**config.mk**
```make
export PLATFORM = sky130hd
export DESIGN_NAME = arith_unit_seq_flat
export DESIGN_NICKNAME = d
export VERILOG_FILES = /design/src/rtl/arith_unit_seq_if.sv /design/src/rtl/arith_unit_seq.sv /design/src/flat_wrapper.sv
export SDC_FILE = /design/constraint.sdc
export NUM_CORES = 1
export LEC_CHECK = 0
export ABC_CLOCK_PERIOD_IN_PS = 11700
export CORE_MARGIN = 8
export CORE_UTILIZATION = 60
export DETAILED_ROUTE_END_ITERATION = 10
export GPL_TIMING_DRIVEN = 0
export HOLD_SLACK_MARGIN = 0.1
export PLACE_DENSITY = 0.95
export SLEW_MARGIN = 20
export SYNTH_ARGS = -nofsm -noshare
export SYNTH_HDL_FRONTEND = slang
export SYNTH_SLANG_ARGS = --single-unit
```
**constraint.sdc**
```tcl
create_clock -name clk -period 11.7 [get_ports clk]
set_clock_uncertainty 0.05 [all_clocks]
set_input_delay 2.34 -clock clk [delete_from_list [all_inputs] [get_ports clk]]
set_output_delay 2.34 -clock clk [all_outputs]
set_load 0.01 [all_outputs]
```
**src/rtl/arith_unit_seq_if.sv**
```systemverilog
// Request/response bus of arith_unit_seq: master issues start/op/a/b,
// slave returns the registered result and status flags.
interface arith_unit_seq_if #(
    parameter int WIDTH = 32
);
    logic             start;
    logic [2:0]       op;
    logic [WIDTH-1:0] a;
    logic [WIDTH-1:0] b;
    logic [WIDTH-1:0] result;
    logic             carry;
    logic             overflow;
    logic             err;
    logic             done;
    logic             busy;

    modport master (
        output start, op, a, b,
        input  result, carry, overflow, err, done, busy
    );

    modport slave (
        input  start, op, a, b,
        output result, carry, overflow, err, done, busy
    );
endinterface

```
**src/rtl/arith_unit_seq.sv**
```systemverilog
// Sequential arithmetic unit: ADD/SUB/AND/OR/XOR/SLT in one EXEC cycle; MUL by
// WIDTH-step shift-add only when ARITH_UNIT_SEQ_MUL_EN is defined (else op 110 is invalid).
module arith_unit_seq #(
    parameter int WIDTH = 32
) (
    input  logic          clk,
    input  logic          reset,
    arith_unit_seq_if.slave bus
);

    typedef enum logic [1:0] {
        IDLE,
        LATCH,
        EXEC
`ifdef ARITH_UNIT_SEQ_MUL_EN
        ,
        MUL
`endif
    } state_t;

    state_t           state;
    logic [2:0]       op_r;
    logic [WIDTH-1:0] a_r;
    logic [WIDTH-1:0] b_r;
    logic [WIDTH-1:0] result_r;
    logic             carry_r;
    logic             overflow_r;
    logic             err_r;
    logic             done_r;
    logic             busy_r;

    logic [WIDTH:0]   add_ext;
    logic [WIDTH-1:0] sub_res;
    logic [WIDTH-1:0] alu_res;
    logic             alu_carry;
    logic             alu_ovf;
    logic             alu_err;

`ifdef ARITH_UNIT_SEQ_MUL_EN
    localparam int CW = $clog2(WIDTH);
    localparam logic [CW-1:0] LAST_STEP = CW'(WIDTH - 1);

    logic               is_mul;
    logic [2*WIDTH-1:0] prod;
    logic [CW-1:0]      step;
    logic [WIDTH-1:0]   mul_addend;
    logic [WIDTH:0]     mul_sum;
    logic [2*WIDTH-1:0] mul_next;

    // prod = {accumulator, remaining multiplier bits}; each step adds a
    // into the upper half when the current LSB is set, then shifts right.
    always_comb begin
        mul_addend = prod[0] ? a_r : '0;
        mul_sum    = {1'b0, prod[2*WIDTH-1:WIDTH]} + {1'b0, mul_addend};
        mul_next   = {mul_sum, prod[WIDTH-1:1]};
    end
`endif

    always_comb begin
        add_ext   = {1'b0, a_r} + {1'b0, b_r};
        sub_res   = a_r - b_r;
        alu_res   = '0;
        alu_carry = 1'b0;
        alu_ovf   = 1'b0;
        alu_err   = 1'b0;
`ifdef ARITH_UNIT_SEQ_MUL_EN
        is_mul    = 1'b0;
`endif
        case (op_r)
            3'b000: begin
                alu_res   = add_ext[WIDTH-1:0];
                alu_carry = add_ext[WIDTH];
                alu_ovf   = (a_r[WIDTH-1] == b_r[WIDTH-1]) &&
                            (add_ext[WIDTH-1] != a_r[WIDTH-1]);
            end
            3'b001: begin
                alu_res   = sub_res;
                alu_carry = (a_r < b_r);
                alu_ovf   = (a_r[WIDTH-1] != b_r[WIDTH-1]) &&
                            (sub_res[WIDTH-1] != a_r[WIDTH-1]);
            end
            3'b010: alu_res = a_r & b_r;
            3'b011: alu_res = a_r | b_r;
            3'b100: alu_res = a_r ^ b_r;
            3'b101: alu_res = {{(WIDTH-1){1'b0}}, ($signed(a_r) < $signed(b_r))};
`ifdef ARITH_UNIT_SEQ_MUL_EN
            3'b110: is_mul = 1'b1;
`endif
            default: alu_err = 1'b1;
        endcase
    end

    always_ff @(posedge clk) begin
        if (reset) begin
            state      <= IDLE;
            result_r   <= '0;
            carry_r    <= 1'b0;
            overflow_r <= 1'b0;
            err_r      <= 1'b0;
            done_r     <= 1'b0;
            busy_r     <= 1'b0;
        end else begin
            case (state)
                IDLE: begin
                    if (bus.start) begin
                        state  <= LATCH;
                        busy_r <= 1'b1;
                    end
                end
                LATCH: begin
                    op_r   <= bus.op;
                    a_r    <= bus.a;
                    b_r    <= bus.b;
                    done_r <= 1'b0;
                    err_r  <= 1'b0;
                    state  <= EXEC;
                end
                EXEC: begin
`ifdef ARITH_UNIT_SEQ_MUL_EN
                    if (is_mul) begin
                        prod  <= {{WIDTH{1'b0}}, b_r};
                        step  <= '0;
                        state <= MUL;
                    end else
`endif
                    begin
                        result_r   <= alu_res;
                        carry_r    <= alu_carry;
                        overflow_r <= alu_ovf;
                        err_r      <= alu_err;
                        done_r     <= 1'b1;
                        busy_r     <= 1'b0;
                        state      <= IDLE;
                    end
                end
`ifdef ARITH_UNIT_SEQ_MUL_EN
                MUL: begin
                    prod <= mul_next;
                    step <= step + CW'(1);
                    if (step == LAST_STEP) begin
                        result_r   <= mul_next[WIDTH-1:0];
                        carry_r    <= |mul_next[2*WIDTH-1:WIDTH];
                        overflow_r <= 1'b0;
                        err_r      <= 1'b0;
                        done_r     <= 1'b1;
                        busy_r     <= 1'b0;
                        state      <= IDLE;
                    end
                end
`endif
                default: state <= IDLE;
            endcase
        end
    end

    assign bus.result   = result_r;
    assign bus.carry    = carry_r;
    assign bus.overflow = overflow_r;
    assign bus.err      = err_r;
    assign bus.done     = done_r;
    assign bus.busy     = busy_r;

endmodule

```
**src/flat_wrapper.sv**
```systemverilog
// flat-port wrapper written by rule: the top's interface ports become plain ports
module arith_unit_seq_flat 
#(
    parameter int WIDTH = 32
)
  (clk, reset, bus_start, bus_op, bus_a, bus_b, bus_result, bus_carry, bus_overflow, bus_err, bus_done, bus_busy);
  arith_unit_seq_if #(.WIDTH(WIDTH)) bus_i ();
  input  logic clk;
  input  logic reset;
  input wire logic [$bits(bus_i.start)-1:0] bus_start;
  input wire logic [$bits(bus_i.op)-1:0] bus_op;
  input wire logic [$bits(bus_i.a)-1:0] bus_a;
  input wire logic [$bits(bus_i.b)-1:0] bus_b;
  output wire logic [$bits(bus_i.result)-1:0] bus_result;
  output wire logic [$bits(bus_i.carry)-1:0] bus_carry;
  output wire logic [$bits(bus_i.overflow)-1:0] bus_overflow;
  output wire logic [$bits(bus_i.err)-1:0] bus_err;
  output wire logic [$bits(bus_i.done)-1:0] bus_done;
  output wire logic [$bits(bus_i.busy)-1:0] bus_busy;
  assign bus_i.start = bus_start;
  assign bus_i.op = bus_op;
  assign bus_i.a = bus_a;
  assign bus_i.b = bus_b;
  assign bus_result = bus_i.result;
  assign bus_carry = bus_i.carry;
  assign bus_overflow = bus_i.overflow;
  assign bus_err = bus_i.err;
  assign bus_done = bus_i.done;
  assign bus_busy = bus_i.busy;
  arith_unit_seq #(.WIDTH(WIDTH)) u_core (.clk(clk), .reset(reset), .bus(bus_i));
endmodule
```
### After elaboration in Yosys (flattened, before gate mapping)

Index checks and enable logic that the tools add are counted.

* multiplexer cells: 10
* reductions and logical operators: 9
* add/sub/neg operators: 2
* shift-type cells: 0
* div/mod/pow operators: 0
* order comparisons: 2
* multipliers: 0
* bitwise operators: 4
* equal/unequal tests: 12

Operators with widths (count)
* $pmux 32 s6: 1
* $lt 32x32->1: 2
* $add 32x32->33: 1
* $and 32x32->32: 1
* $or 32x32->32: 1
* $sub 32x32->32: 1
* $xor 32x32->32: 1
* $pmux 1 s2: 5
* $eq 3x2->1 const B: 2
* $eq 3x3->1 const B: 2
* $reduce_or 6->1: 1
* $pmux 2 s2: 1
* $reduce_and 2->1: 2
* $reduce_bool 2->1: 2
* $eq 3x1->1 const B: 1
* $logic_not 3->1: 1
* $ne 1x1->1: 3
* $eq 2x1->1 const B: 1
* $eq 2x2->1 const B: 1
* $logic_and 1x1->1: 2
* $logic_not 2->1: 1
* $mux 1: 2
* $mux 2: 1
* $ne 2x2->1 const B: 1
* other kinds (2): 2

* memory bits (read-only): 0
* bits in registers: 106
* word-level logic and storage cells: 49
* RAM bits: 0
* memories kept: 0
* bits in latches: 0

### Longest topological paths before layout

Gate-level depths: netlist of the first run.

* depth after elaboration: 4
* mapped depth: 12

### Worst setup path after synthesis of the first run

No wires, ideal clock.

* kind: input to register
* from: input port reset
* to: register u_core.a_r[0] (enable)
* stages on the path: 2
* data required time: 11.149 ns
* slack: 5.636 ns
* library setup time: 0.501 ns
* data arrival time: 5.513 ns
* buffers on the path: 1
* cell sequence: clkbuf_1 nor2b_1

* cells in the longest elaborated chain, start to end: 2

RTL lines
* start: declaration: RTL line flat_wrapper.sv:9 `input logic reset;`
* $not 1->1 (no line)
* $reduce_and 2->1 (no line)
* end signal: assignment: RTL line arith_unit_seq.sv:112 `a_r <= bus.a;`
* end: declaration: RTL line arith_unit_seq.sv:23 `logic [WIDTH-1:0] a_r;`

Every way passes these cells.
A chain may end at the register's enable or synchronous reset.

==> results.ini, run 1 <==
[setup_path]
critical_path_arrival_ns = 4.58
critPathSlowestCell = or4_1
endpoint_kind = register
critPathMaxStageDelay_ns = 0.51
worstPathRequired_ns = 11.95
worstSetupStartpointType = input port
crit_fanout = 4
path_buf_inv = 1
crit_type = in2reg
path_cells = clkdlybuf4s50_1 -> nor2_1 -> nand2_1 -> a21boi_0 -> and2_1 -> or4_1 -> a22o_1 -> o21ai_1
path_delay_family = simple AND/OR/NAND/NOR gates

[place]
globalplace.congestion = 1.017
dpl.hpwl_mm = 23.25
pre_cts_ws_ns = 7.046
io_buffers = 106

[yosys]
postSynthAreaPerCell_um2 = 8.468
ys_seq_area_frac = 0.3202
synth-edff-count = 67
ys_ff_latch = 106
synthCells = 1030
netlist_area_um2 = 8722
syn-num-nets = 1203
synth_async_sr_flop_share = 0
ys_types = 83
yosys_warnings = 0
synth_ff_type = edfxtp_1

[status]
status = completed

[cts]
cts_tree = built
htree_levels = 3
path_clk_slew_ns = 0.08
clock_latency_ns = 0.37
clockBufferDepth = 2
ctsResizeCount = 0
postCtsHoldBufs = 0
clockRootBuffer = clkbuf_16
cts_buffers = 9
postCtsSetupRepairBufs = 0
cts.sinks = 106

[cells_and_area]
final_util = 0.7200
drive_gt1_frac = 0.03986
areaGrowthSynthToFinish_pct = 18.62
n_antenna_cell = 0
num-fill-cells = 1146
final_net_count = 1322

[timing]
finalCritPeriodShare = 0.3704
drv_slew = 0
layout_setup_ws_ns = 7.366
max_clock_freq_mhz = 230.7
finalSetupTns_ns = 0
relSlewSlack = 0.4076
whs_ns = 0.4050
rsz0062_at_grt = false
tightest_slew_ns = 0.8774
period_needed_ns = 4.334
setup_viol = 0
hold_viol_final = 0

[die]
start_util = 0.6070
die_w_um = 136.6
pin_count = 107
die-area_um2 = 18650
die_h_um = 136.6
core-area_um2 = 14370
fp-row-count = 44

[pwr]
p_total_uw = 983.9
power.ir.vdd_worst_uv = 121.8
leakagePower_nw = 4.143
pwr_density_cell_nw_per_um2 = 95.10

[detailed_routing]
remaining_drc_errors = 0
post_drt_wl_per_cell_um = 22.68
viasPerCell = 6.606
ant_nets = 0
dr.pass1.iters = 7
vias = 8839
drt_iter0_markers = 1181
finalWirelength_mm = 30.35

[grt]
grt_pass1_wl_mm = 47.35
grt_start_max_net_pins = 30
grt.overflow.total = 0
antenna_found_initial = 0
grtUsageTotal = 0.3261
grt_pass1_vias = 8708

[run]
drv_cap = 0

[min_path]
hp-class = reg2reg

[sequential cells by signal (all words and copies together), names as in the netlist]
name / cells
u_core.bus.result: 32
u_core.b_r: 32
u_core.state: 2
u_core.a_r: 32
u_core.bus.busy: 1
u_core.bus.err: 1
u_core.op_r: 3
u_core.bus.carry: 1
u_core.bus.done: 1
u_core.bus.overflow: 1
[worst register-to-register path, stage by stage, from the launching register on]
cell      delay (ns)
edfxtp_1        0.39
clkbuf_1        0.24
inv_2           0.28
clkbuf_1        0.56
clkbuf_1        0.55
clkbuf_1        0.70
o21ai_0         0.31
a211oi_1        0.40
o21ai_0         0.11
[routing by layer]
layer / up-vias / part of all wire / global-route usage
li1: 3990 / - / -
met1: 4157 / 0.39 / 0.4054
met2: 587 / 0.46 / 0.5266
met3: 105 / 0.11 / 0.08003
met4: 0 / 0.038 / 0.1440
met5: - / 0 / 0
[cells by family (layout without fill, tap and decap cells)]
logic type	count (synthesis)	after routing	share of synthesized area
flip-flops	106	106	0.3202
AND/OR/NAND/NOR	272	272	0.1450
AO/OA/AOI/OAI	356	356	0.2807
XOR/XNOR	14	14	0.01406
buffers and inverters	165	289	0.07273
multiplexers	14	14	0.01779
adder cells (fa/ha/maj)	103	103	0.1495
[cell type report]
class                           count  area (µm²)  area share
Multi-Input combinational cell    759        5303      0.5125
Sequential cell                   106        2793      0.2699
Timing Repair Buffer              108        1101      0.1064
Inverter                          104       390.4     0.03773
Buffer                             61       244.0     0.02358
Tap cell                          184       230.2     0.02225
Clock buffer                       10       229.0     0.02213
Clock inverter                      6       56.30    0.005442
[metrics by stage]
stage | area, µm² | instances
after floorplan | 8722 | 1030
after global placement | 10010 | 1320
after detailed placement | 10060 | 1322
after CTS | 10350 | 1338
after global routing | 10350 | 1338
final | 10350 | 1338
[synthesized netlist by cell type, types with 8 or more instances]
| cell | n | area, µm² |
|---|---|---|
| mux2i_1 | 11 | 110.1 |
| o21ai_1 | 12 | 60.06 |
| o21ai_0 | 52 | 260.3 |
| nand3_1 | 14 | 70.07 |
| edfxtp_1 | 67 | 2012 |
| nand2b_1 | 14 | 87.58 |
| dfxtp_1 | 39 | 780.8 |
| nor2b_1 | 14 | 87.58 |
| buf_1 | 9 | 33.78 |
| a31oi_1 | 14 | 87.58 |
| ha_1 | 101 | 1264 |
| xnor2_1 | 10 | 87.58 |
| a21oi_1 | 95 | 475.5 |
| nor4_1 | 10 | 62.56 |
| inv_1 | 102 | 382.9 |
| a22oi_1 | 9 | 67.56 |
| nand2_1 | 71 | 266.5 |
| o31ai_1 | 11 | 82.58 |
| o211ai_1 | 19 | 142.6 |
| buf_2 | 8 | 40.04 |
| nor2_1 | 98 | 367.9 |
| o21a_1 | 8 | 60.06 |
| o21bai_1 | 10 | 75.07 |
| clkbuf_1 | 42 | 157.7 |
| nor3_1 | 15 | 75.07 |
| a21o_1 | 16 | 120.1 |
| a211oi_1 | 19 | 142.6 |
[worst paths after layout]
check	startpoint	end	slack [ns]	cells past startpoint
min	u_core.bus.result[12]	u_core.bus.result[12]	0.41	2
max reg2reg	u_core.op_r[0]	u_core.bus.result[12]	7.97	8
max	reset	u_core.bus.result[26]	7.37	8
min reg2reg	u_core.bus.result[12]	u_core.bus.result[12]	0.41	2
[power by group]
group | switching [mW] | internal, mW
logic | 0.151 | 0.0988
clock network | 0.160 | 0.150
registers | 0.0102 | 0.414
[placed cells by master (no fill, tap or decap), types with 5 or more instances in the layout]
cell / Yosys / routed
nand3_1: 14 / 14
inv_1: 102 / 102
edfxtp_1: 67 / 67
a221oi_1: 5 / 5
nor2_1: 98 / 98
nand2_1: 71 / 71
a311oi_1: 5 / 5
o21ai_0: 52 / 52
buf_1: 9 / 9
clkbuf_1: 42 / 43
clkbuf_16: 0 / 9
o211ai_1: 19 / 19
clkdlybuf4s50_1: 0 / 106
a211oi_1: 19 / 19
o21bai_1: 10 / 10
o221ai_1: 5 / 5
a21o_1: 16 / 16
o2111ai_1: 6 / 6
o31a_1: 6 / 6
nand2b_1: 14 / 14
a32oi_1: 6 / 6
dfxtp_1: 39 / 39
nor3_1: 15 / 15
a31oi_1: 14 / 14
a21oi_1: 95 / 95
o31ai_1: 11 / 11
ha_1: 101 / 101
and2_1: 6 / 6
o21a_1: 8 / 8
nor2b_1: 14 / 13
or3_1: 6 / 6
mux2i_1: 11 / 11
xnor2_1: 10 / 10
buf_2: 8 / 8
o21ai_1: 12 / 12
o32a_1: 5 / 5
nor4_1: 10 / 10
a22o_1: 5 / 5
a22oi_1: 9 / 9
(Power assumes the default switching activity.)
==> inputs of run 2 (changes only) <==
--- a/config.mk
+++ b/config.mk
@@ -5,13 +5,13 @@
 export SDC_FILE = /design/constraint.sdc
 export NUM_CORES = 1
 export LEC_CHECK = 0
-export ABC_CLOCK_PERIOD_IN_PS = 11700
+export ABC_CLOCK_PERIOD_IN_PS = 4000
 export CORE_MARGIN = 8
-export CORE_UTILIZATION = 60
+export CORE_UTILIZATION = 57
 export DETAILED_ROUTE_END_ITERATION = 10
 export GPL_TIMING_DRIVEN = 0
 export HOLD_SLACK_MARGIN = 0.1
-export PLACE_DENSITY = 0.95
+export PLACE_DENSITY = 0.91
 export SLEW_MARGIN = 20
 export SYNTH_ARGS = -nofsm -noshare
 export SYNTH_HDL_FRONTEND = slang
==> constraint.sdc (replaced) <==
create_clock -name clk -period 4 [get_ports clk]
set_clock_uncertainty 0.05 [all_clocks]
set_input_delay 0.8 -clock clk [delete_from_list [all_inputs] [get_ports clk]]
set_output_delay 0.8 -clock clk [all_outputs]
set_load 0.01 [all_outputs]
==> results.ini, run 2 (synthesized netlist as in run 1, its figures left out) <==
[status]
status = completed  ; unchanged

[detailed_routing]
drt_iter0_markers = 1207  ; was 1181
viasPerCell = 6.496  ; was 6.606
post_drt_wl_per_cell_um = 21.73  ; was 22.68 µm
remaining_drc_errors = 0  ; unchanged
ant_nets = 0  ; unchanged
vias = 8717  ; was 8839
dr.pass1.iters = 6  ; was 7
finalWirelength_mm = 29.16  ; was 30.35 mm

[die]
die_h_um = 139.7  ; was 136.6 µm
die_w_um = 139.7  ; was 136.6 µm
start_util = 0.5780  ; was 0.6070
die-area_um2 = 19520  ; was 18650 µm²
core-area_um2 = 15090  ; was 14370 µm²
pin_count = 107  ; unchanged
fp-row-count = 45  ; was 44

[setup_path]
crit_type = reg2reg  ; was in2reg
r2r_end = u_core.bus.result[28]  ; was u_core.bus.result[12]
critPathSlowestCell = a211oi_1  ; was or4_1
worstPathRequired_ns = 4.19  ; was 11.95 ns
r2r_setup_slack_ns = 0.02  ; was 7.97 ns
r2r_cells = 11  ; was 8
critPathMaxStageDelay_ns = 0.69  ; was 0.51 ns
crit_fanout = 9  ; was 4
reg2reg_from = u_core.b_r[9]  ; was u_core.op_r[0]
endpoint_kind = register  ; unchanged
path_cells = inv_1 -> ha_1 -> buf_2 -> nor3b_1 -> o31ai_1 -> a311oi_1 -> o311ai_4 -> a211oi_1 -> nor2_1 -> a2111oi_0 -> o21ai_1  ; was clkdlybuf4s50_1 -> nor2_1 -> nand2_1 -> a21boi_0 -> and2_1 -> or4_1 -> a22o_1 -> o21ai_1
worstSetupStartpointType = register  ; was input port
critical_path_arrival_ns = 4.17  ; was 4.58 ns

[timing]
hold_viol_final = 0  ; unchanged
whs_ns = 0.3964  ; was 0.4050 ns
relSlewSlack = 0.4444  ; was 0.4076
rsz0062_at_grt = false  ; unchanged
period_needed_ns = 3.976
drv_slew = 0  ; unchanged
tightest_slew_ns = 0.8333  ; was 0.8774 ns
max_clock_freq_mhz = 251.5
finalCritPeriodShare = 0.9941
setup_viol = 0  ; unchanged

[cells_and_area]
final_cells = 1342  ; was 1338
layout_commonest_cell = clkdlybuf4s50_1  ; unchanged
areaGrowthSynthToFinish_pct = 19.05  ; was 18.62%
final_net_count = 1322  ; unchanged
n_antenna_cell = 0  ; unchanged
drive_gt1_frac = 0.04073  ; was 0.03986
layout_common_cells = 106 x clkdlybuf4s50_1, 102 x inv_1, 101 x ha_1, 98 x nor2_1, 95 x a21oi_1  ; unchanged
fin_area_um2 = 10380  ; was 10350 µm²

[place]
globalplace.congestion = 1.010  ; was 1.017
dpl.hpwl_mm = 22.17  ; was 23.25 mm
place_inst = 1326  ; was 1322
io_buffers = 106  ; unchanged
placed_area_um2 = 10070  ; was 10060 µm²

[cts]
path_clk_slew_ns = 0.08  ; about the same
cts_buffers = 9  ; unchanged
htree_levels = 3  ; unchanged
clock_latency_ns = 0.37  ; about the same
clockBufferDepth = 2  ; unchanged
cts.sinks = 106  ; unchanged
cts_tree = built  ; unchanged
clockRootBuffer = clkbuf_16  ; unchanged
ctsResizeCount = 0  ; unchanged
postCtsHoldBufs = 0  ; unchanged
postCtsSetupRepairBufs = 0  ; unchanged

[grt]
antenna_found_initial = 0  ; unchanged
grt_pass1_wl_mm = 45.47  ; was 47.35 mm
grt_pass1_vias = 8476  ; was 8708
grtUsageMet1 = 0.3689  ; was 0.4054
use_met2 = 0.4727  ; was 0.5266
grt.overflow.total = 0  ; unchanged
grtUsageTotal = 0.2942  ; was 0.3261
grt_use_met3 = 0.06943  ; was 0.08003
busiest_layer = met2  ; unchanged
grt_start_max_net_pins = 30  ; unchanged

[pwr]
leakagePower_nw = 4.161  ; was 4.143 nW
p_total_mw = 2.929  ; was 983.9 µW
pwr_density_cell_nw_per_um2 = 282.0  ; was 95.10 nW/µm²
power.ir.vdd_worst_uv = 289.6  ; was 121.8 µV

[min_path]
hold_path_end = u_core.bus.result[16]  ; was u_core.bus.result[12]
worstHoldStart = u_core.bus.result[16]  ; was u_core.bus.result[12]
hp-class = reg2reg  ; unchanged
hold_depth = 2  ; unchanged

[run]
drv_cap = 0  ; unchanged

run 2: cell count changes in the layout (fill, tap and decap cells not counted), sizes merged:
cell / delta
clkbuf: -1
clkinvlp: -1
clkinv: +1
bufinv: +1
run 2: worst max-delay path, delay by kind of cell (launching register included):
family,cells,cell delay [ns]
AO/OA/AOI/OAI,6,2.43
AND/OR/NAND/NOR,2,0.45
flip-flops,1,0.40
buffers and inverters,2,0.28
adder cells (fa/ha/maj),1,0.23
run 2: worst max path at each step:
stage                         from  cells after the start  slack, ns                    end
floorplan                    reset                      2       0.75          u_core.a_r[0]
global route        u_core.b_r[17]                     12       0.13  u_core.bus.result[28]
CTS                  u_core.b_r[9]                     11       0.29  u_core.bus.result[28]
detailed placement   u_core.b_r[9]                     11       0.30  u_core.bus.result[28]
finish               u_core.b_r[9]                     11       0.02  u_core.bus.result[28]
global placement             reset                      3      -0.54         u_core.b_r[14]
run 2: where the power goes:
| part | internal (mW) | switching [mW] |
|---|---|---|
| Sequential | 1.21 | 0.0294 |
| Combinational | 0.288 | 0.431 |
| Clock | 0.504 | 0.466 |
| Total | 2.00 | 0.926 |
run 2: area by class of cell:
cell class / count / area, µm²
sequential: 106 / 2793
inverter: 104 / 390.4
clock buffer: 9 / 225.2
tap: 188 / 235.2
fill: 1203 / 4706
multi-input combinational: 759 / 5303
timing repair buffer: 108 / 1101
clock inverter: 7 / 92.59
buffer: 61 / 244.0
run 2: layer usage:
metal | routed length [µm] | vias up
met2 | 13300 | 572
met1 | 11720 | 4070
met3 | 3124 | 96
li1 | - | 3979
met5 | 0 | -
met4 | 1022 | 0
run 2: per-stage QoR:
stage / setup TNS (ns) / setup WS (ns) / util
after floorplan: 0 / 0.7522 / -
final: 0 / 0.02359 / 0.6881
after detailed placement: 0 / 0.2994 / 0.6671
after global routing: 0 / 0.1340 / 0.6881
after global placement: -35.45 / -0.5384 / 0.6641
after CTS: 0 / 0.2896 / 0.6881
